==> config.mk <==
export PLATFORM = sky130hd
export DESIGN_NAME = ble6_cfg_sequencer
export DESIGN_NICKNAME = d
export VERILOG_FILES = /design/src/rtl/ble6_cfg_sequencer.sv
export SDC_FILE = /design/constraint.sdc
export NUM_CORES = 1
export LEC_CHECK = 0
export ABC_AREA = 1
export CAP_MARGIN = 0
export CORE_MARGIN = 1.5
export CORE_UTILIZATION = 64
export CTS_CLUSTER_DIAMETER = 80
export CTS_CLUSTER_SIZE = 12
export DETAILED_ROUTE_END_ITERATION = 8
export DONT_BUFFER_PORTS = 1
export PLACE_DENSITY = 0.8
export SLEW_MARGIN = 20
export SYNTH_ARGS = -nofsm -noshare
export SYNTH_HDL_FRONTEND = slang
export SYNTH_SLANG_ARGS = --single-unit
==> constraint.sdc <==
create_clock -name clk -period 2.29 [get_ports clk]
set_input_delay 0.229 -clock clk [delete_from_list [all_inputs] [get_ports clk]]
set_output_delay 0.229 -clock clk [all_outputs]
set_load 0.03 [all_outputs]
==> src/rtl/ble6_cfg_sequencer.sv <==
// Bit-serial configuration sequencer for the BLE6 bl/wl memory: one cell per
// WL_PULSE+1 cycles. Define BLE6_CFG_PARITY_EN for an even-parity MSB on cfg_data.
module ble6_cfg_sequencer #(
    parameter int unsigned NUM_BITS = 66,
    parameter int unsigned DATA_W   = 8,
    parameter int unsigned WL_PULSE = 2
) (
    input  logic                clk,
    input  logic                reset,
    input  logic                cfg_start,
    input  logic                cfg_abort,
    input  logic                cfg_valid,
`ifdef BLE6_CFG_PARITY_EN
    input  logic [DATA_W:0]     cfg_data,
`else
    input  logic [DATA_W-1:0]   cfg_data,
`endif
    output logic                cfg_ready,
    output logic [0:NUM_BITS-1] bl,
    output logic [0:NUM_BITS-1] wl,
    output logic                cfg_busy,
    output logic                cfg_done,
    output logic                cfg_error
);
    localparam int unsigned AW = $clog2(NUM_BITS);
    localparam int unsigned BW = (DATA_W > 1) ? $clog2(DATA_W) : 1;

    typedef enum logic [2:0] {IDLE, FETCH, PULSE, HOLD, DONE} state_e;

    state_e              state_q, state_d;
    logic [AW-1:0]       addr_q, addr_d;
    logic [BW-1:0]       bit_idx_q, bit_idx_d;
    logic [3:0]          pcnt_q, pcnt_d;
    logic [DATA_W-1:0]   word_q, word_d;
    logic [0:NUM_BITS-1] bl_q, bl_d, wl_q, wl_d;
    logic                ready_q, ready_d, busy_q, busy_d;
    logic                done_q, done_d, err_q, err_d;
    logic                accept, parity_bad;

    assign accept = (state_q == FETCH) && cfg_valid && ready_q;

`ifdef BLE6_CFG_PARITY_EN
    assign parity_bad = ^cfg_data;
`else
    assign parity_bad = 1'b0;
`endif

    // Outputs are computed from the next state so bl/wl leave flops directly.
    always_comb begin
        state_d   = state_q;
        addr_d    = addr_q;
        bit_idx_d = bit_idx_q;
        pcnt_d    = pcnt_q;
        word_d    = word_q;
        bl_d      = bl_q;
        wl_d      = '0;
        done_d    = 1'b0;
        err_d     = err_q;
        case (state_q)
            IDLE: begin
                bl_d = '0;
                if (cfg_start) begin
                    state_d   = FETCH;
                    addr_d    = '0;
                    bit_idx_d = '0;
                    err_d     = 1'b0;
                end
            end
            FETCH: begin
                bl_d = '0;
                if (accept) begin
                    if (parity_bad) begin
                        state_d = IDLE;
                        err_d   = 1'b1;
                    end else begin
                        word_d          = cfg_data[DATA_W-1:0];
                        bit_idx_d       = '0;
                        pcnt_d          = '0;
                        state_d         = PULSE;
                        bl_d[addr_q]    = cfg_data[0];
                        wl_d[addr_q]    = 1'b1;
                    end
                end
            end
            PULSE: begin
                if (pcnt_q == 4'(WL_PULSE - 1)) begin
                    state_d = HOLD;
                end else begin
                    pcnt_d = pcnt_q + 4'd1;
                    wl_d   = wl_q;
                end
            end
            HOLD: begin
                if (addr_q == AW'(NUM_BITS - 1)) begin
                    state_d = DONE;
                    bl_d    = '0;
                    done_d  = 1'b1;
                end else begin
                    addr_d = addr_q + AW'(1);
                    pcnt_d = '0;
                    bl_d   = '0;
                    if (bit_idx_q == BW'(DATA_W - 1)) begin
                        bit_idx_d = '0;
                        state_d   = FETCH;
                    end else begin
                        bit_idx_d       = bit_idx_q + BW'(1);
                        state_d         = PULSE;
                        bl_d[addr_d]    = word_q[bit_idx_d];
                        wl_d[addr_d]    = 1'b1;
                    end
                end
            end
            DONE: begin
                state_d = IDLE;
                bl_d    = '0;
            end
            default: state_d = IDLE;
        endcase
        if (cfg_abort && state_q != IDLE) begin
            state_d = IDLE;
            bl_d    = '0;
            wl_d    = '0;
            done_d  = 1'b0;
            err_d   = 1'b1;
        end
        ready_d = (state_d == FETCH);
        busy_d  = state_d inside {FETCH, PULSE, HOLD};
    end

    always_ff @(posedge clk or negedge reset) begin
        if (!reset) begin
            state_q   <= IDLE;
            addr_q    <= '0;
            bit_idx_q <= '0;
            pcnt_q    <= '0;
            word_q    <= '0;
            bl_q      <= '0;
            wl_q      <= '0;
            ready_q   <= 1'b0;
            busy_q    <= 1'b0;
            done_q    <= 1'b0;
            err_q     <= 1'b0;
        end else begin
            state_q   <= state_d;
            addr_q    <= addr_d;
            bit_idx_q <= bit_idx_d;
            pcnt_q    <= pcnt_d;
            word_q    <= word_d;
            bl_q      <= bl_d;
            wl_q      <= wl_d;
            ready_q   <= ready_d;
            busy_q    <= busy_d;
            done_q    <= done_d;
            err_q     <= err_d;
        end
    end

    assign bl        = bl_q;
    assign wl        = wl_q;
    assign cfg_ready = ready_q;
    assign cfg_busy  = busy_q;
    assign cfg_done  = done_q;
    assign cfg_error = err_q;
endmodule

[Yosys cells after proc, flatten, opt, wreduce, memory -nomap -nowiden]
Cells that the tools add are included.
Cells by class
  add/sub/neg operators: 3
  order comparisons: 5
  equal/unequal tests: 15
  multiplexer cells: 42
  bitwise gates (word level): 4
  reduce and logical (&&, ||, !) cells: 20
Operators with widths (count)
  $mux W66: 9
  $pmux W66 S3: 2
  $and A66 B66 Y66: 2
  $mux W3: 9
  $ge A8 B8 Y1 const B: 2
  $lt A8 B1 Y1 const B: 2
  $not A7 Y8: 2
  $demux W1 S7: 2
  $mux W7: 2
  $pmux W7 S2: 1
  $eq A3 B2 Y1 const B: 4
  $mux W4: 3
  $pmux W3 S4: 1
  $pmux W4 S3: 1
  $reduce_bool A3 Y1: 4
  $mux W1: 9
  $pmux W3 S3: 1
  $ne A2 B2 Y1 const B: 4
  $reduce_and A4 Y1: 2
  $add A7 B1 Y7 const B: 1
  $eq A7 B7 Y1 const B: 1
  $eq A3 B1 Y1 const B: 2
  $eq A3 B3 Y1 const B: 2
  $reduce_bool A2 Y1: 3
  other kinds (13): 18
Word-level totals
  flip-flop bits (word level): 161
  word-level logic and storage cells: 100

[Depth between registers and ports, before layout]
Gate-level depths: netlist of the first run.
  depth after elaboration: 11
  gate-level depth with buffers: 13
  gate-level depth less buffers: 12

[Worst setup path after synthesis of the first run]
OpenSTA, ideal clock, no wires.
  path kind: reg-to-reg
  start: register bit_idx_q[0]
  end: register bl_q (netlist bit bl[10])
  library setup time: 0.066 ns
  arrival time: 1.855 ns
  data required time: 2.224 ns
  path slack: 0.369 ns
  cell stages (with the launch flop): 12
  buffers on the path: 2
  period minus slack after synthesis: 1.921 ns
  cell sequence: dfrtp_1 ha_1 ha_1 a21oi_1 nand2_1 nand2_1 buf_2 buf_1 nand3_1 nand2_1 nand2_1 nand2_1
On the way
  cells in the longest elaborated chain, start to end: 8
  elaborated cells on any way between the ends: 9
  those cells by class: 1 x add/sub; 1 x eq/ne; 6 x mux; 1 x bitwise
RTL lines
  start: declaration: RTL line 32  | logic [BW-1:0] bit_idx_q, bit_idx_d;
  start signal: assignment: RTL line 146  | bit_idx_q <= bit_idx_d;
  $add A3 B1 Y3: RTL line 106  | bit_idx_d = bit_idx_q + BW'(1);
  $bmux W1 S3: RTL line 108  | bl_d[addr_d] = word_q[bit_idx_d];
  $mux W1 (not written as such): RTL line 108
  $and A66 B66 Y66 (no source line)
  $mux W66 *: RTL line 102  | if (bit_idx_q == BW'(DATA_W - 1)) begin
  $mux W66 *: RTL line 94  | if (addr_q == AW'(NUM_BITS - 1)) begin
  $pmux W66 S3 *: RTL line 59  | case (state_q)
  $mux W66 *: RTL line 119  | if (cfg_abort && state_q != IDLE) begin
  end signal: assignment: RTL line 149  | bl_q <= bl_d;
  end: declaration: RTL line 35  | logic [0:NUM_BITS-1] bl_q, bl_d, wl_q, wl_d;
Every way passes the cells marked *; elsewhere a longest branch is shown, timed or not. The select of a mux whose other input is x is not followed.
A chain may end at the register's enable or synchronous reset.

[Worst setup path after layout of the first run]
  start: register addr_q[0]
  end: register wl_q (netlist bit wl[30])
On the way
  cells in the longest elaborated chain, start to end: 10
  elaborated cells on any way between the ends: 19
  those cells by class: 1 x add/sub; 4 x order compare; 1 x eq/ne; 9 x mux; 2 x bitwise; 2 x reduce/logical
RTL lines
  start: declaration: RTL line 31  | logic [AW-1:0] addr_q, addr_d;
  start signal: assignment: RTL line 145  | addr_q <= addr_d;
  $add A7 B1 Y7: RTL line 99  | addr_d = addr_q + AW'(1);
  $not A7 Y8 (not written as such): RTL line 109  | wl_d[addr_d] = 1'b1;
  $ge A8 B8 Y1 (not written as such) or $lt A8 B1 Y1 (tied branches): RTL line 109
  $logic_and A1 B1 Y1 (not written as such): RTL line 109
  $mux W1 (not written as such): RTL line 109
  $demux W1 S7: RTL line 109
  $mux W66: RTL line 102
  $mux W66: RTL line 94
  $pmux W66 S3 *: RTL line 59
  $mux W66 *: RTL line 119
  end signal: assignment: RTL line 150  | wl_q <= wl_d;
  end: declaration: RTL line 35
Every way passes the cells marked *; elsewhere a longest branch is shown, timed or not.

==> flow_metrics.tcl, run 1 <==
set metrics [dict create \
    critPathKind "flop to flop" \
    syn-cell-area_mm2 0.00936 \
    grt_usage_pct 39.0 \
    ys_seq_elements 161 \
    num-nets-final 1424 \
    setup_viol 0 \
    antenna_found_initial 0 \
    slew_headroom_pct 52.4 \
    core_mm2 0.0144 \
    hold_ws_ns -0.517 \
    slowest_delay_ns 0.47 \
    synth_edf_count 0 \
    cts-hold-fix-buffers 8 \
    ys_types 31 \
    rows 44 \
    clockPowerShare_pct 25.0 \
    drt_wl_total_um 29700 \
    final_max_slew_viol_count 0 \
    die-area_mm2 0.0154 \
    cts.clk_slew.worst_paths_ns 0.06 \
    r2r_slack_ns 0.14 \
    cp.required_ns 2.67 \
    arrival_ns 2.53 \
    numCtsBuffers 17 \
    syn_inst 1405 \
    drc 0 \
    status "complete, but fails checks" \
    drt_first_iter_violations 1310 \
    worst-r2r-cell-count 13 \
    period_share_pct 94.1 \
    drt_pass1_iterations 6 \
    clock_latency_ns 0.44 \
    seqPwrFrac_pct 37.5 \
    r2r-start "addr_q[0]" \
    yosys_most_used_dff "dfrtp_1" \
    reg2reg_to "wl[30]" \
    wl_per_cell_um 18.5 \
    synthSimpleGateAreaFrac_pct 44.2 \
    fin_skew_ns 0.0100 \
    synth_xor_area_share_pct 0.361 \
    grt_pass1_wl_um 44600 \
    synth_fa_ha_area_share_pct 0.802 \
    power.switching_mw 5.54 \
    grt_max_degree 162 \
    diodes 0 \
    combPwrFrac_pct 37.5 \
    start_util_pct 64.9 \
    drv_cap 0 \
    startpoint_type "flop" \
    rsz0062_at_grt "no" \
    drive_gt1_share_pct 9.10 \
    grt_pass1_vias 8191 \
    grt-ovfl-total 0 \
    worst_pin_slew_ns 0.712 \
    synth_common_cells "721 x nand2_1, 164 x nor2_1, 161 x dfrtp_1" \
    synth_most_common_cell "nand2_1" \
    yosys_warnings 0 \
    die_width_um 124 \
    ir_worst_vdd_v 0.00105 \
    stdcell_count 1601 \
    synth_top_family_by_area "simple AND/OR/NAND/NOR gates" \
    gpl.final_weighted_congestion 1.03 \
    synth_top_area_share_pct 43.0 \
    dp_cells 1562 \
    period_minus_slack_ns 2.15 \
    async_reset_ff_share_pct 100 \
    synthesis.nets 1424 \
    dpl.hpwl_um 19900 \
    drtAntennaViolNets 0 \
    synthMuxAreaShare_pct 0 \
    p_per_area_mw_per_mm2 1170 \
    hold_viol_final 161 \
    cp_slowest_cell "dfrtp_2" \
    num_vias 9354 \
    yosysTopAreaCell "dfrtp_1" \
    synth_compound_gate_area_share_pct 5.51 \
    nFillCells 1207 \
    ys_seq_area_share_pct 43.0 \
    cp-end-kind "flop" \
    io_pins 149 \
    cp_max_fo 10 \
    cp_cell_sequence "ha_1 -> nand2_1 -> inv_1 -> nor2_1 -> inv_1 -> nor2_1 -> inv_1 -> nor2_2 -> buf_6 -> nand2_1 -> nand2_1 -> nand2_1 -> nand2_1" \
    p_leak_nw 5.64 \
    synth.avg_cell_area_um2 6.66 \
    setup_tns_ns 0 \
    hold_class "input port to asynchronous set/reset pin" \
    cpMostUsedCell "nand2_1" \
    cts_setup_buffers 0 \
    h-tree-depth 4 \
    fmax_mhz 464 \
    p_sw_share_pct 45.2 \
    syn_to_final_growth_pct 12.3 \
    root_buffer "clkbuf_16" \
    avgViaCountPerCell 5.84 \
    io_buffer_count 0 \
    violations "negative hold slack" \
    cts.sinks 161 \
    cts_buffer_depth 2 \
    synth.area.top_cells "dfrtp_1 43%, nand2_1 29%, nor2_1 6.6%" \
    cts_tree "done" \
    p_int_mw 6.71 \
    die_h_um 124 \
]
[sequential cells by signal, indices dropped and copies added, names as in the netlist]
register / count
addr_q: 7
bit_idx_q: 3
bl: 66
cfg_busy: 1
cfg_done: 1
cfg_error: 1
cfg_ready: 1
pcnt_q: 4
state_q: 3
wl: 66
word_q: 8
[how the worst max path moves through the flow]
| stage | startpoint | to | slack [ns] | cells after the start |
|---|---|---|---|---|
| global route | addr_q[0] | wl[46] | 0.01 | 13 |
| detailed placement | addr_q[0] | bl[54] | 0.15 | 13 |
| finish | addr_q[0] | wl[30] | 0.14 | 13 |
| CTS | addr_q[0] | bl[54] | 0.13 | 13 |
| floorplan | bit_idx_q[0] | bl[10] | 0.37 | 11 |
| global placement | addr_q[0] | wl[52] | 0.18 | 9 |
[through the flow]
step	worst slack (ns)	hold slack (ns)	util [%]	cell area [um^2]	power, mW
after floorplan	0.369	-0.0666	-	9360	7.75
after global placement	0.178	-0.0624	68.0	9800	8.96
after detailed placement	0.153	-0.0628	68.0	9800	9.04
after CTS	0.133	-0.517	72.8	10500	12.1
after global routing	0.0128	-0.522	72.8	10500	12.9
final	0.136	-0.517	72.8	10500	12.2
[cell families (layout without fill, tap and decap cells)]
kind of cell    Yosys count  in the layout
compound gates          101            101
xor+xnor                  3              3
fa+ha+maj                 6              6
buf+inv                 120            132
flops                   161            161
simple gates           1014           1014
[placed cells by master (no fill, tap or decap), types with 4 or more instances in the layout]
cell type,netlist,final
dlygate4sd3_1,0,8
o22ai_1,4,4
nand2_1,721,718
inv_2,6,7
nand4_1,4,4
nand3_1,95,95
ha_1,6,6
buf_4,23,41
a21oi_1,71,71
inv_1,29,28
nor2_2,8,8
o21ai_0,21,21
buf_12,0,15
nor2_4,10,12
dfrtp_1,161,160
nor2_1,164,162
bufinv_16,0,4
clkbuf_16,0,17
nand2_2,3,5
[power groups by stage]
stage               logic (mW)  clock network (mW)  registers, mW
finish                    4.60                3.06           4.59
global route              5.05                3.19           4.65
CTS                       4.48                3.06           4.58
detailed placement        4.43                   0           4.61
global placement          4.35                   0           4.62
floorplan                 3.25                   0           4.50
[area by class of cell]
| type | instances | area, um^2 | share of cell area [%] |
|---|---|---|---|
| clock buffers | 22 | 464 | 4.42 |
| clock inverters | 9 | 155 | 1.48 |
| well taps | 184 | 230 | 2.19 |
| multi-input cells | 1124 | 4790 | 45.6 |
| inverters | 36 | 135 | 1.29 |
| repair buffers | 65 | 699 | 6.66 |
| flip-flops and latches | 161 | 4030 | 38.4 |
[critical path, delay by kind of cell, from the launching register on]
kind,cells,cell delay [ns]
and+or+nand+nor,8,0.89
buffers and inverters,4,0.48
DFF,1,0.47
adders and majority gates,1,0.25
[routing by layer]
layer  GRT usage, %  up-vias  part of all wire (%)
li1               -     4369                     -
met1           56.0     4235                    41
met2           52.6      656                    40
met3           14.4       94                    15
met4           16.5        0                   3.7
met5              0        -                     0
[what timing repair did]
item                                   in CTS  in global routing
endpoints found under the hold margin     169                161
resized for setup                           0                  2
setup endpoints to repair                   0                  8
Note: power is estimated with default switching activity, not from simulation.
==> run 2, diff against run 1 <==
- PLACE_DENSITY: 0.8 -> 0.88
==> flow_metrics.tcl, run 2 (same netlist as run 1, synthesis figures left out) <==
set metrics [dict create \
    drive_gt1_share_pct 9.84 \
    period_minus_slack_ns 2.24 \
    num_vias 9478 \
    fin_skew_ns 0.00961 \
    worst-r2r-cell-count 13 \
    grt_pass1_vias 8494 \
    drt_first_iter_violations 1237 \
    cts_buffer_depth 2 \
    grt-ovfl-total 0 \
    cpMostUsedCell "nand2_1" \
    clock_latency_ns 0.44 \
    nFillCells 1125 \
    rows 44 \
    numCtsBuffers 17 \
    drv_cap 0 \
    setup_tns_ns 0 \
    cp_cell_sequence "ha_1 -> nand2_1 -> inv_1 -> nor2_1 -> inv_1 -> nor2_2 -> inv_1 -> nor2_2 -> buf_4 -> nand2_1 -> nand2_1 -> nand2_1 -> nand2_1" \
    postPlaceCellArea_mm2 0.00990 \
    num-nets-final 1429 \
    reg2reg_to "wl[61]" \
    die_h_um 124 \
    start_util_pct 64.9 \
    grt_usage_pct 39.2 \
    rsz0062_at_grt "no" \
    p_per_area_mw_per_mm2 1140 \
    p_int_mw 6.44 \
    crit_cells 13 \
    grt_pass1_wl_um 45300 \
    p_total_mw 12.0 \
    fmax_mhz 447 \
    drtAntennaViolNets 0 \
    hold_viol_final 161 \
    violations "negative hold slack" \
    setup_viol 0 \
    slew_headroom_pct 55.0 \
    cp.required_ns 2.66 \
    status "complete, but fails checks" \
    dpl.hpwl_um 20100 \
    drt_pass1_iterations 7 \
    seqPwrFrac_pct 38.1 \
    final_max_slew_viol_count 0 \
    antenna_found_initial 1 \
    register_area_mm2 0.00403 \
    syn_to_final_growth_pct 13.0 \
    power.switching_mw 5.59 \
    combPwrFrac_pct 38.6 \
    hold_class "input port to asynchronous set/reset pin" \
    worst_pin_slew_ns 0.673 \
    final_common_cell "nand2_1" \
    cp_slowest_cell "dfrtp_2" \
    hold_ws_ns -0.520 \
    r2r-start "addr_q[0]" \
    multi_input_area_mm2 0.00480 \
    cts.clk_slew.worst_paths_ns 0.07 \
    grt_max_degree 162 \
    cp_top_family "simple AND/OR/NAND/NOR gates" \
    arrival_ns 2.61 \
    clockPowerShare_pct 23.3 \
    fin_area_mm2 0.0106 \
    startpoint_type "flop" \
    wl_per_cell_um 18.5 \
    cts-hold-fix-buffers 7 \
    mostFrequentLayoutCells "718 x nand2_1, 160 x nor2_1, 160 x dfrtp_1, 95 x nand3_1, 71 x a21oi_1" \
    p_leak_nw 5.65 \
    ir_worst_vdd_v 0.000810 \
    die-area_mm2 0.0154 \
    h-tree-depth 4 \
    die_width_um 124 \
    cp_max_fo 9 \
    drc 0 \
    critPathKind "flop to flop" \
    slowest_delay_ns 0.47 \
    cts_tree "done" \
    diodes 0 \
    utilization_pct 73.3 \
    io_pins 149 \
    avgViaCountPerCell 5.90 \
    drt_wl_total_um 29700 \
    gpl.final_weighted_congestion 1.02 \
    r2r_slack_ns 0.05 \
    cp_num_buf_inv 4 \
    root_buffer "clkbuf_16" \
    io_buffer_count 0 \
    period_share_pct 97.7 \
    cp-end-kind "flop" \
    p_sw_share_pct 46.5 \
    core_mm2 0.0144 \
    cts.sinks 161 \
]
[run 2: routing by layer]
metal | GRT usage [%] | wire length, um | vias to the layer above
met1 | 55.2 | 11900 | 4344
li1 | - | - | 4380
met5 | 0 | 13 | -
met3 | 14.9 | 4440 | 79
met4 | 13.7 | 875 | 2
met2 | 55.4 | 12500 | 673
[run 2: worst register-to-register path: stages (launching register included)]
cell,delay (ns)
dfrtp_2,0.47
ha_1,0.26
nand2_1,0.07
inv_1,0.07
nor2_1,0.15
inv_1,0.12
nor2_2,0.19
inv_1,0.11
nor2_2,0.17
buf_4,0.22
nand2_1,0.09
nand2_1,0.07
nand2_1,0.08
nand2_1,0.10
[run 2: layout make-up]
class | count | area share, %
tap | 184 | 2.18
sequential | 161 | 38.1
clock inverter | 11 | 0.982
clock buffer | 21 | 4.45
multi-input combinational | 1124 | 45.4
timing repair buffer | 70 | 7.62
inverter | 36 | 1.28
[run 2: repair_timing]
| action | in CTS | in global routing |
|---|---|---|
| endpoints found under the hold margin | 168 | 161 |
| setup buffers | 0 | 1 |
| gates resized for setup | 0 | 3 |
| setup endpoints to repair | 0 | 55 |
[run 2: worst max path at each step]
stage                       from      to  slack (ns)
global route           addr_q[0]  bl[60]     0.00004
CTS                    addr_q[0]  wl[61]        0.04
global placement       addr_q[0]  bl[28]        0.16
finish                 addr_q[0]  wl[61]        0.05
detailed placement     addr_q[0]  wl[61]        0.11
floorplan           bit_idx_q[0]  bl[10]        0.37
[run 2: through the flow]
stage	hold WS (ns)	cells	setup slack, ns
finish	-0.520	1607	0.0538
global route	-0.522	1607	0.0000437
CTS	-0.523	1606	0.0396
detailed placement	-0.0646	1567	0.110
global placement	-0.0633	1567	0.160
floorplan	-0.0666	1405	0.369
[run 2: power groups by stage]
stage	Combinational, mW	Sequential [mW]	Clock [mW]
after floorplan	3.25	4.50	0
after global placement	4.35	4.61	0
after detailed placement	4.47	4.62	0
after CTS	4.51	4.59	2.80
after global routing	5.12	4.66	2.92
final	4.64	4.59	2.80
